**src/rtl/i281_dmem_uart_dump.sv**
```systemverilog
// Serialises a header byte followed by a snapshot of the i281 CPU's 16 data-memory
// bytes as back-to-back UART 8N1 frames on tx.
module i281_dmem_uart_dump #(
  parameter int         CLKS_PER_BIT = 434,
  parameter logic [7:0] HEADER       = 8'hA5
) (
  input  logic       clock,
  input  logic       reset,
  input  logic       start,
  input  logic [7:0] datamem0,
  input  logic [7:0] datamem1,
  input  logic [7:0] datamem2,
  input  logic [7:0] datamem3,
  input  logic [7:0] datamem4,
  input  logic [7:0] datamem5,
  input  logic [7:0] datamem6,
  input  logic [7:0] datamem7,
  input  logic [7:0] datamem8,
  input  logic [7:0] datamem9,
  input  logic [7:0] datamem10,
  input  logic [7:0] datamem11,
  input  logic [7:0] datamem12,
  input  logic [7:0] datamem13,
  input  logic [7:0] datamem14,
  input  logic [7:0] datamem15,
  output logic       tx,
  output logic       busy,
  output logic       done,
  output logic [4:0] frame_idx
);

  localparam int CW = $clog2(CLKS_PER_BIT);
  localparam logic [CW-1:0] RELOAD = CW'(CLKS_PER_BIT - 1);

  typedef enum logic [1:0] {IDLE, START_BIT, DATA, STOP_BIT} state_t;

  state_t        state_reg, state_next;
  logic [CW-1:0] cnt_reg, cnt_next;
  logic [2:0]    bit_reg, bit_next;
  logic [4:0]    frame_reg, frame_next;
  logic          tx_reg, tx_next;
  logic          busy_reg, busy_next;
  logic          done_reg, done_next;
  logic          accept;
  logic          bit_end;
  logic [2:0]    bit_inc;
  logic [3:0]    snap_sel;
  logic [7:0]    cur_byte;
  logic [7:0]    din [16];
  logic [7:0]    snap_reg [16];

  assign din[0]  = datamem0;
  assign din[1]  = datamem1;
  assign din[2]  = datamem2;
  assign din[3]  = datamem3;
  assign din[4]  = datamem4;
  assign din[5]  = datamem5;
  assign din[6]  = datamem6;
  assign din[7]  = datamem7;
  assign din[8]  = datamem8;
  assign din[9]  = datamem9;
  assign din[10] = datamem10;
  assign din[11] = datamem11;
  assign din[12] = datamem12;
  assign din[13] = datamem13;
  assign din[14] = datamem14;
  assign din[15] = datamem15;

  // Snapshot has no reset: it is always reloaded on the accepting edge before use.
  genvar gi;
  generate
    for (gi = 0; gi < 16; gi++) begin : g_snap
      always_ff @(posedge clock) begin
        if (accept) snap_reg[gi] <= din[gi];
      end
    end
  endgenerate

  // Frame n carries snapshot byte n-1; the 4-bit subtract maps frame 16 onto byte 15.
  assign snap_sel = frame_reg[3:0] - 4'd1;
  assign cur_byte = (frame_reg == 5'd0) ? HEADER : snap_reg[snap_sel];
  assign bit_end  = (cnt_reg == '0);
  assign bit_inc  = bit_reg + 3'd1;

  always_comb begin
    state_next = state_reg;
    cnt_next   = bit_end ? RELOAD : cnt_reg - CW'(1);
    bit_next   = bit_reg;
    frame_next = frame_reg;
    tx_next    = tx_reg;
    busy_next  = busy_reg;
    done_next  = 1'b0;
    accept     = 1'b0;
    case (state_reg)
      IDLE: begin
        cnt_next   = '0;
        tx_next    = 1'b1;
        busy_next  = 1'b0;
        frame_next = 5'd0;
        if (start) begin
          accept     = 1'b1;
          state_next = START_BIT;
          cnt_next   = RELOAD;
          bit_next   = 3'd0;
          tx_next    = 1'b0;
          busy_next  = 1'b1;
        end
      end
      START_BIT: begin
        if (bit_end) begin
          state_next = DATA;
          bit_next   = 3'd0;
          tx_next    = cur_byte[0];
        end
      end
      DATA: begin
        if (bit_end) begin
          if (bit_reg == 3'd7) begin
            state_next = STOP_BIT;
            tx_next    = 1'b1;
          end else begin
            bit_next = bit_inc;
            tx_next  = cur_byte[bit_inc];
          end
        end
      end
      STOP_BIT: begin
        if (bit_end) begin
          if (frame_reg == 5'd16) begin
            state_next = IDLE;
            cnt_next   = '0;
            frame_next = 5'd0;
            busy_next  = 1'b0;
            done_next  = 1'b1;
            tx_next    = 1'b1;
          end else begin
            state_next = START_BIT;
            frame_next = frame_reg + 5'd1;
            tx_next    = 1'b0;
          end
        end
      end
      default: state_next = IDLE;
    endcase
  end

  always_ff @(posedge clock) begin
    if (reset) begin
      state_reg <= IDLE;
      cnt_reg   <= '0;
      bit_reg   <= 3'd0;
      frame_reg <= 5'd0;
      tx_reg    <= 1'b1;
      busy_reg  <= 1'b0;
      done_reg  <= 1'b0;
    end else begin
      state_reg <= state_next;
      cnt_reg   <= cnt_next;
      bit_reg   <= bit_next;
      frame_reg <= frame_next;
      tx_reg    <= tx_next;
      busy_reg  <= busy_next;
      done_reg  <= done_next;
    end
  end

  assign tx        = tx_reg;
  assign busy      = busy_reg;
  assign done      = done_reg;
  assign frame_idx = frame_reg;

endmodule

```
**config.mk**
```make
export PLATFORM = sky130hd
export DESIGN_NAME = i281_dmem_uart_dump
export DESIGN_NICKNAME = d
export VERILOG_FILES = /design/src/rtl/i281_dmem_uart_dump.sv
export SDC_FILE = /design/constraint.sdc
export NUM_CORES = 1
export LEC_CHECK = 0
export CELL_PAD_IN_SITES_DETAIL_PLACEMENT = 0
export CELL_PAD_IN_SITES_GLOBAL_PLACEMENT = 1
export CORE_UTILIZATION = 45
export CTS_CLUSTER_SIZE = 24
export DETAILED_ROUTE_END_ITERATION = 6
export PLACE_DENSITY = 0.82
export SLEW_MARGIN = 10
export SYNTH_ARGS = -nofsm -noshare
export SYNTH_HDL_FRONTEND = slang
export SYNTH_SLANG_ARGS = --single-unit
export TNS_END_PERCENT = 100
```
**constraint.sdc**
```tcl
create_clock -name clock -period 10.5 [get_ports clock]
set_input_delay 1.575 -clock clock [delete_from_list [all_inputs] [get_ports clock]]
set_output_delay 1.575 -clock clock [all_outputs]
set_load 0.01 [all_outputs]
```
## Word level (Yosys, flattened, before mapping)

Memory sizes are Yosys's and may differ from the RTL's.
Index checks and enable logic that the tools add are counted.

- Memories kept: 1
- Output and inout bits: 8
- Word-level logic and storage cells: 75
- Register bits: 22
- Memory bits (writable): 128
- Input bits: 131

Memories:

| name | depth | bits a word | rd ports | clocked after memory_dff | write ports | RTL line | source |
|---|---|---|---|---|---|---|---|
| snap_reg | 16 | 8 | 1 | 0 | 16 | 50 | `logic [7:0] snap_reg [16];` |

- Mux-type cells: 37
- Eq/ne operators: 12
- Reductions and logical operators: 11
- Order comparisons: 1
- Add/subtract/negate cells: 4
- Bitwise logic cells: 2

Operators by type and width:

| kind | count |
|---|---|
| 2-to-1 mux 9 bit | 4 |
| case mux 9 bit (2 select lines) | 1 |
| 2-to-1 mux 1 bit | 14 |
| != test 2 bit (second input constant) | 7 |
| 2-to-1 mux 3 bit | 4 |
| 2-to-1 mux 2 bit | 5 |
| 2-to-1 mux 5 bit | 2 |
| case mux 5 bit (2 select lines) | 1 |
| AND reduction 5 bit | 2 |
| zero test 9 bit | 1 |
| case mux 3 bit (3 select lines) | 1 |
| subtractor 9 x 1 -> 9 bit (second input constant) | 1 |
| 2-to-1 mux 8 bit | 1 |
| case mux 2 bit (4 select lines) | 1 |
| AND reduction 3 bit | 2 |
| adder 5 x 1 -> 5 bit (second input constant) | 1 |
| == test 5 bit (second input constant) | 1 |
| zero test 5 bit | 1 |
| == test 2 bit (second input constant) | 2 |
| < comparator 3 x 4 -> 1 bit (second input constant) | 1 |
| case mux 1 bit (4 select lines) | 1 |
| subtractor 4 x 1 -> 4 bit (second input constant) | 1 |
| adder 3 x 1 -> 3 bit (second input constant) | 1 |
| binary-select mux 1 bit (select 3 bit) | 1 |
| other kinds (9) | 10 |

## Longest topological paths before layout

Gate-level depths: netlist of run 1.
An unclocked memory read counts as a cell.

- Word-level depth: 8
- Mapped depth: 13
- Depth with buffers taken out: 9

## Least setup slack after synthesis of run 1

No wires, ideal clock.

- Path type: input to register
- From: input start
- To: register cnt_reg[0]
- Path slack: 5326 ps
- Stages: 3
- Library setup time: 88 ps
- Arrival: 5086 ps
- Required time: 10412 ps
- Path buffers: 0
- Cells stage by stage: and2_1 -> nand2_1 -> o21ai_0

- Longest elaborated chain between the ends: 2

RTL lines:

| item | RTL line | source |
|---|---|---|
| from (decl) | 9 | `input logic start,` |
| 2-to-1 mux 9 bit | 100 | `if (start) begin` |
| case mux 9 bit (2 select lines) | 94 | `case (state_reg)` |
| to (signal assigned) | 158 | `cnt_reg <= cnt_next;` |
| to (decl) | 38 | `logic [CW-1:0] cnt_reg, cnt_next;` |

No other way between the ends.
A chain may end at the register's enable or synchronous reset.

## Final worst setup path of run 1

- From: register frame_reg[0], in the netlist frame_idx[0]
- To: register tx_reg, in the netlist tx

- Longest elaborated chain between the ends: 8
- Elaborated cells on any way between the ends: 13
- Those cells by class: add/sub (1); eq/ne (1); mux (9); reduce/logical (1); memory (1)

RTL lines:

| item | RTL line | source |
|---|---|---|
| from (decl) | 40 | `logic [4:0] frame_reg, frame_next;` |
| from (signal assigned) | 160 | `frame_reg <= frame_next;` |
| subtractor 4 x 1 -> 4 bit | 80 | `assign snap_sel = frame_reg[3:0] - 4'd1;` |
| memory (16 x 8 bit) | - |  |
| 2-to-1 mux 8 bit | 81 | `assign cur_byte = (frame_reg == 5'd0) ? HEADER : snap_reg[snap_sel];` |
| binary-select mux 1 bit (select 3 bit) | 123 | `tx_next = cur_byte[bit_inc];` |
| 2-to-1 mux 1 bit (not written as such) | 123 |  |
| 2-to-1 mux 1 bit | 118 | `if (bit_reg == 3'd7) begin` |
| 2-to-1 mux 1 bit | 117 | `if (bit_end) begin` |
| case mux 1 bit (4 select lines) (*) | 94 |  |
| to (signal assigned) | 161 | `tx_reg <= tx_next;` |
| to (decl) | 41 | `logic tx_reg, tx_next;` |

Mark *: on every way between the ends. The rest lies on a longest branch, timed or not. The select of a mux whose other input is x is not followed.

==> metrics.cfg, run 1 <==
[outcome]
status = finished, final reports clean

[sta]
fmax_mhz = 271
skew_ns = 0.00531
hold_viol = 0
finalSetupViolCount = 0
tightest_slew_ns = 0.854
period_share = 0.352
setup_tns_ns = 0
holdWs_ns = 0.477
min_period_ns = 3.69
maxSlewHeadroom = 0.431
final_max_slew_viol_count = 0
rsz0062_at_grt = false

[clock_network]
clkLatencyLatePin_ns = 0.42
clk_path_buf_depth = 2
htree_levels = 4
clkTransAtPathRegs_ns = 0.06
ctsHoldBuffers = 0
cts_made_buffers = 17
root_buffer = clkbuf_16
cts_tree = built
cts_sinks = 150
cts_setup_buffers = 0
post_cts_resize_count = 0

[synthesis]
ys_seq_area_frac = 0.675
synth_area_um2 = 6340
synth_edf_count = 128
synth_nets = 536
ys_ff_latch = 150
yosys_warnings = 0
yosys.cell_types.count = 56
avgSynthCellArea_um2 = 16.1
async_flop_share = 0
synth_cells = 393
ys.flop_type = edfxtp_1

[pwr]
vdd_drop_max_v = 0.000191
p_leak_nw = 2.96
p_per_area_nw_per_um2 = 245
total_power_mw = 2.08

[job]
maxCapViolCount = 0

[final_layout]
fin_area_um2 = 8510
largest_reg_flops = 128
layout.area.seq_um2 = 4290
multi_input_area_um2 = 1930
stdcell_count = 729
mostFrequentLayoutCells = 138 x clkdlybuf4s50_1, 128 x edfxtp_1, 27 x nand2_1
n_antenna_cell = 0
fill_cells = 995
layout_commonest_cell = clkdlybuf4s50_1
syn_to_final_growth_pct = 34.2
nNetsFinal = 681
layout-drive-gt1-share = 0.118

[critical_path]
arrival_ns = 4.01
critical_path_class = flip-flop to flip-flop
cp_slowest_cell = ha_1
crit_path_frequent_cell = buf_4
critPathMaxStageDelay_ns = 0.70
start_kind = flip-flop
crit_chain = buf_4 -> inv_1 -> ha_1 -> buf_4 -> inv_4 -> mux4_1 -> nand2_1 -> a31oi_1 -> nor3_1 -> a21oi_1 -> a31o_1
critPathMaxFanout = 37
worstPathRequired_ns = 10.81
setup.worst_path.end_class = flip-flop

[floorplan]
io_pins = 139
die_area_um2 = 14600
start_util = 0.459
die_y_um = 121
die_w_um = 121
row_count = 43
core-area_um2 = 13800

[placement]
dpl_cell_area_um2 = 7880
place.gp.congestion = 0.752
dpl.cell_count = 699
io_buffer_count = 138
dp_hpwl_um = 9570

[global_routing]
overflow = 0
grt_pass1_wl_um = 21200
grt_max_degree = 67
antenna_found_initial = 0
grt_pass1_vias = 4012
grt_usage = 0.202

[route]
wirelength_um = 13600
ant_nets = 0
route.detailed.wl_per_inst_um = 18.7
initialDrtViolationCount = 268
vias = 3884
first_pass_iters = 5
route.detailed.drc = 0
vias_per_cell = 5.33

[hold_path]
hold_class = flip-flop to flip-flop

## synth_stat cells, drive strengths merged, types with 2 or more instances
master  number  area (um2)
mux4        28         657
edfxtp     128        3840
clkbuf       4        15.0
inv          8        32.5
nand3b       5        37.5
nand2b       7        43.8
o21ai       11        55.1
xnor2        7        61.3
mux2i       10         100
nor2        26         114
nor4b        2        23.8
nand4        6        37.5
xor2         6        60.1
nor3        11        71.3
o22a         4        35.0
nand4b       2        17.5
nand3       16        80.1
o31ai        2        15.0
ha          12         150
dfxtp       22         440
buf         12        88.8
nand2       28         108
nor4         3        25.0
a21oi       14        70.1
a21o         2        15.0
## path summary, 6_finish.rpt
check / start / end / slack, ns / cells past startpoint
worst min register to register: bit_reg[2] / bit_reg[2] / 0.48 / 2
worst max register to register: frame_idx[0] / tx / 6.81 / 11
worst min-delay path: bit_reg[2] / bit_reg[2] / 0.48 / 2
worst max-delay path: frame_idx[0] / tx / 6.81 / 11
## routing by layer
layer,part of all wire,up-vias,routed length (um),global-route usage
met5,0,-,0,0
met4,0.0087,0,119,0.0656
met3,0.055,9,749,0.0684
met2,0.50,132,6820,0.319
met1,0.44,1910,5920,0.262
li1,-,1833,-,-
## critical path: cells and delay by family, from the launching register on
family | cells | cell delay, ns
AND/OR/NAND/NOR | 2 | 0.39
adder cells (fa/ha/maj) | 1 | 0.70
buffers and inverters | 4 | 1.28
AO/OA/AOI/OAI | 3 | 0.37
multiplexers | 1 | 0.50
flip-flops | 1 | 0.31
## power by group
| part | switching, mW | internal (mW) | total (mW) |
|---|---|---|---|
| registers | 0.0491 | 0.820 | 0.869 |
| logic | 0.314 | 0.247 | 0.561 |
| clock network | 0.234 | 0.421 | 0.655 |
## layout make-up
class	count	area share
Clock buffer	19	0.0509
Clock inverter	11	0.0232
Inverter	8	0.00382
Multi-Input combinational cell	219	0.226
Sequential cell	150	0.504
Tap cell	180	0.0265
Timing Repair Buffer	142	0.166
## metrics by stage
stage | util | setup WS (ns)
floorplan | - | 5.33
global placement | 0.570 | 6.56
detailed placement | 0.570 | 6.48
CTS | 0.616 | 6.78
global route | 0.616 | 6.55
finish | 0.616 | 6.81
## logic make-up after synthesis
kind of cell	count (synthesis)	synth area share
fa+ha+maj	12	0.0237
flops	150	0.675
mux	38	0.119
compound gates	45	0.0466
simple gates	111	0.0945
buf+inv	24	0.0215
xor+xnor	13	0.0191
Power figures use the tool's default switching activity.
==> run 2: changes to the inputs <==
- CORE_UTILIZATION: 45 -> 42
- PLACE_DENSITY: 0.82 -> 0.77
- clock period: 10.5 -> 3.6 ns (I/O delays scaled with it)
==> run 2 against run 1 <==
Against the previous run:
- the run now ends with design-rule violations left
- wire length is 2.0% lower
- clock power grew to 2.6 times the previous value
- maximum frequency increased by 27%
- sequential share of layout area up 0.25 points
- hold slack got worse by 0.0062 ns
- critical endpoint unchanged
==> metrics.cfg, run 2 (same netlist as run 1, synthesis figures left out) <==
[outcome]
status = finished, violations left
failed_checks = design-rule violations

[clock_network]
clk_path_buf_depth = 2
ctsHoldBuffers = 0
htree_levels = 4
clkTransAtPathRegs_ns = 0.06
cts_tree = built
cts_made_buffers = 17
root_buffer = clkbuf_16
post_cts_resize_count = 0
cts_sinks = 150
clkLatencyLatePin_ns = 0.42
cts_setup_buffers = 0

[critical_path]
critical_path_class = flip-flop to flip-flop
critPathMaxFanout = 14
reg2reg_setup_slack_ns = 0.70
worstPathRequired_ns = 3.91
critical-path-top-delay-family = XOR/XNOR gates
reg2reg_from = frame_idx[1]
setup.worst_path.end_class = flip-flop
cp_slowest_cell = xor2_2
reg2regPathDepth = 9
crit_chain = inv_1 -> ha_1 -> xor2_2 -> buf_4 -> mux4_1 -> a211o_1 -> nand2_1 -> o31ai_1 -> a31o_1
crit_buf_inv = 2
cp.depth = 9
start_kind = flip-flop
critPathCapture = tx
critPathMaxStageDelay_ns = 0.61
arrival_ns = 3.21
r2r_end = tx
startpoint = frame_idx[1]

[final_layout]
syn_to_final_growth_pct = 33.5
layout_commonest_cell = clkdlybuf4s50_1
stdcell_count = 735
layout-drive-gt1-share = 0.125
n_antenna_cell = 0
fin_area_um2 = 8470
largest_reg_flops = 128
nNetsFinal = 681
mostFrequentLayoutCells = 138 x clkdlybuf4s50_1, 128 x edfxtp_1, 27 x nand2_1

[pwr]
comb_power_share = 0.279
total_power_mw = 5.87
p_per_area_nw_per_um2 = 693
p_switching_mw = 1.78
vdd_drop_max_v = 0.000617
p_int_mw = 4.09
power_frac_seq = 0.432
clockPowerShare = 0.289
p_leak_nw = 2.92
p_sw_frac = 0.303

[global_routing]
grt_max_degree = 130
grt_pass1_vias = 4110
grt_pass1_wl_um = 21000
grt_usage = 0.181
overflow = 0
antenna_found_initial = 0

[sta]
setup_tns_ns = 0
finalSetupViolCount = 0
fmax_mhz = 344
period_share = 0.806
tightest_slew_ns = 0.800
rsz0062_at_grt = false
maxSlewHeadroom = 0.467
skew_ns = 0.00925
hold_viol = 0
min_period_ns = 2.90
final_max_slew_viol_count = 0

[placement]
io_buffer_count = 138
place.gp.congestion = 0.819
dpl.cell_count = 703
dpl_cell_area_um2 = 7900
dp_hpwl_um = 9650

[job]
maxCapViolCount = 0

[route]
route.detailed.wl_per_inst_um = 18.1
wirelength_um = 13300
first_pass_iters = 6
initialDrtViolationCount = 263
vias = 3875
vias_per_cell = 5.27
ant_nets = 0
route.detailed.drc = 8

[floorplan]
die_area_um2 = 15600
die_w_um = 125
core-area_um2 = 14600
start_util = 0.433
io_pins = 139
row_count = 44
die_y_um = 125

[hold_path]
hold_class = flip-flop to flip-flop

## run 2: area by class of cell
type / instances / area [um2]
well taps: 184 / 230
repair buffers: 142 / 1420
fillers: 1151 / 6170
flip-flops and latches: 150 / 4290
clock inverters: 14 / 143
inverters: 8 / 32.5
clock buffers: 18 / 429
multi-input cells: 219 / 1930
## run 2: worst register-to-register path, delay by kind of cell, from the launching register on
kind | cells | cell delay, ns
compound gates | 3 | 0.61
xor+xnor | 1 | 0.61
fa+ha+maj | 1 | 0.29
buf+inv | 2 | 0.42
flops | 1 | 0.49
mux | 1 | 0.30
simple gates | 1 | 0.06
## run 2: worst min-delay path by stage
| stage | startpoint | end | slack [ns] | depth (start not counted) |
|---|---|---|---|---|
| floorplan | cnt_reg[3] | cnt_reg[3] | 0.45 | 2 |
| global placement | busy | busy | 0.46 | 2 |
| detailed placement | cnt_reg[3] | cnt_reg[3] | 0.47 | 2 |
| CTS | cnt_reg[3] | cnt_reg[3] | 0.47 | 2 |
| global route | busy | busy | 0.50 | 2 |
| finish | cnt_reg[3] | cnt_reg[3] | 0.47 | 2 |
## run 2: layer usage
layer | global-route usage | wire (um) | up-vias
met1 | 0.218 | 5700 | 1902
met5 | 0 | 0 | -
met3 | 0.0576 | 717 | 17
li1 | - | - | 1834
met2 | 0.306 | 6710 | 122
met4 | 0.0646 | 208 | 0
## run 2: stage by stage
step | util | worst slack, ns | hold slack (ns)
2_1_floorplan | - | 0.722 | 0.446
3_3_place_gp | 0.539 | 0.820 | 0.455
3_5_place_dp | 0.539 | 0.713 | 0.466
4_1_cts | 0.578 | 0.689 | 0.474
5_1_grt | 0.578 | 0.550 | 0.502
6_report | 0.578 | 0.697 | 0.470
## run 2: power by group through the flow
stage	Clock [mW]	Combinational, mW	Sequential [mW]
global route	1.80	1.80	2.57
finish	1.69	1.64	2.53
detailed placement	0	1.65	2.57
global placement	0	1.62	2.55
floorplan	0	1.18	2.54
CTS	1.73	1.66	2.54
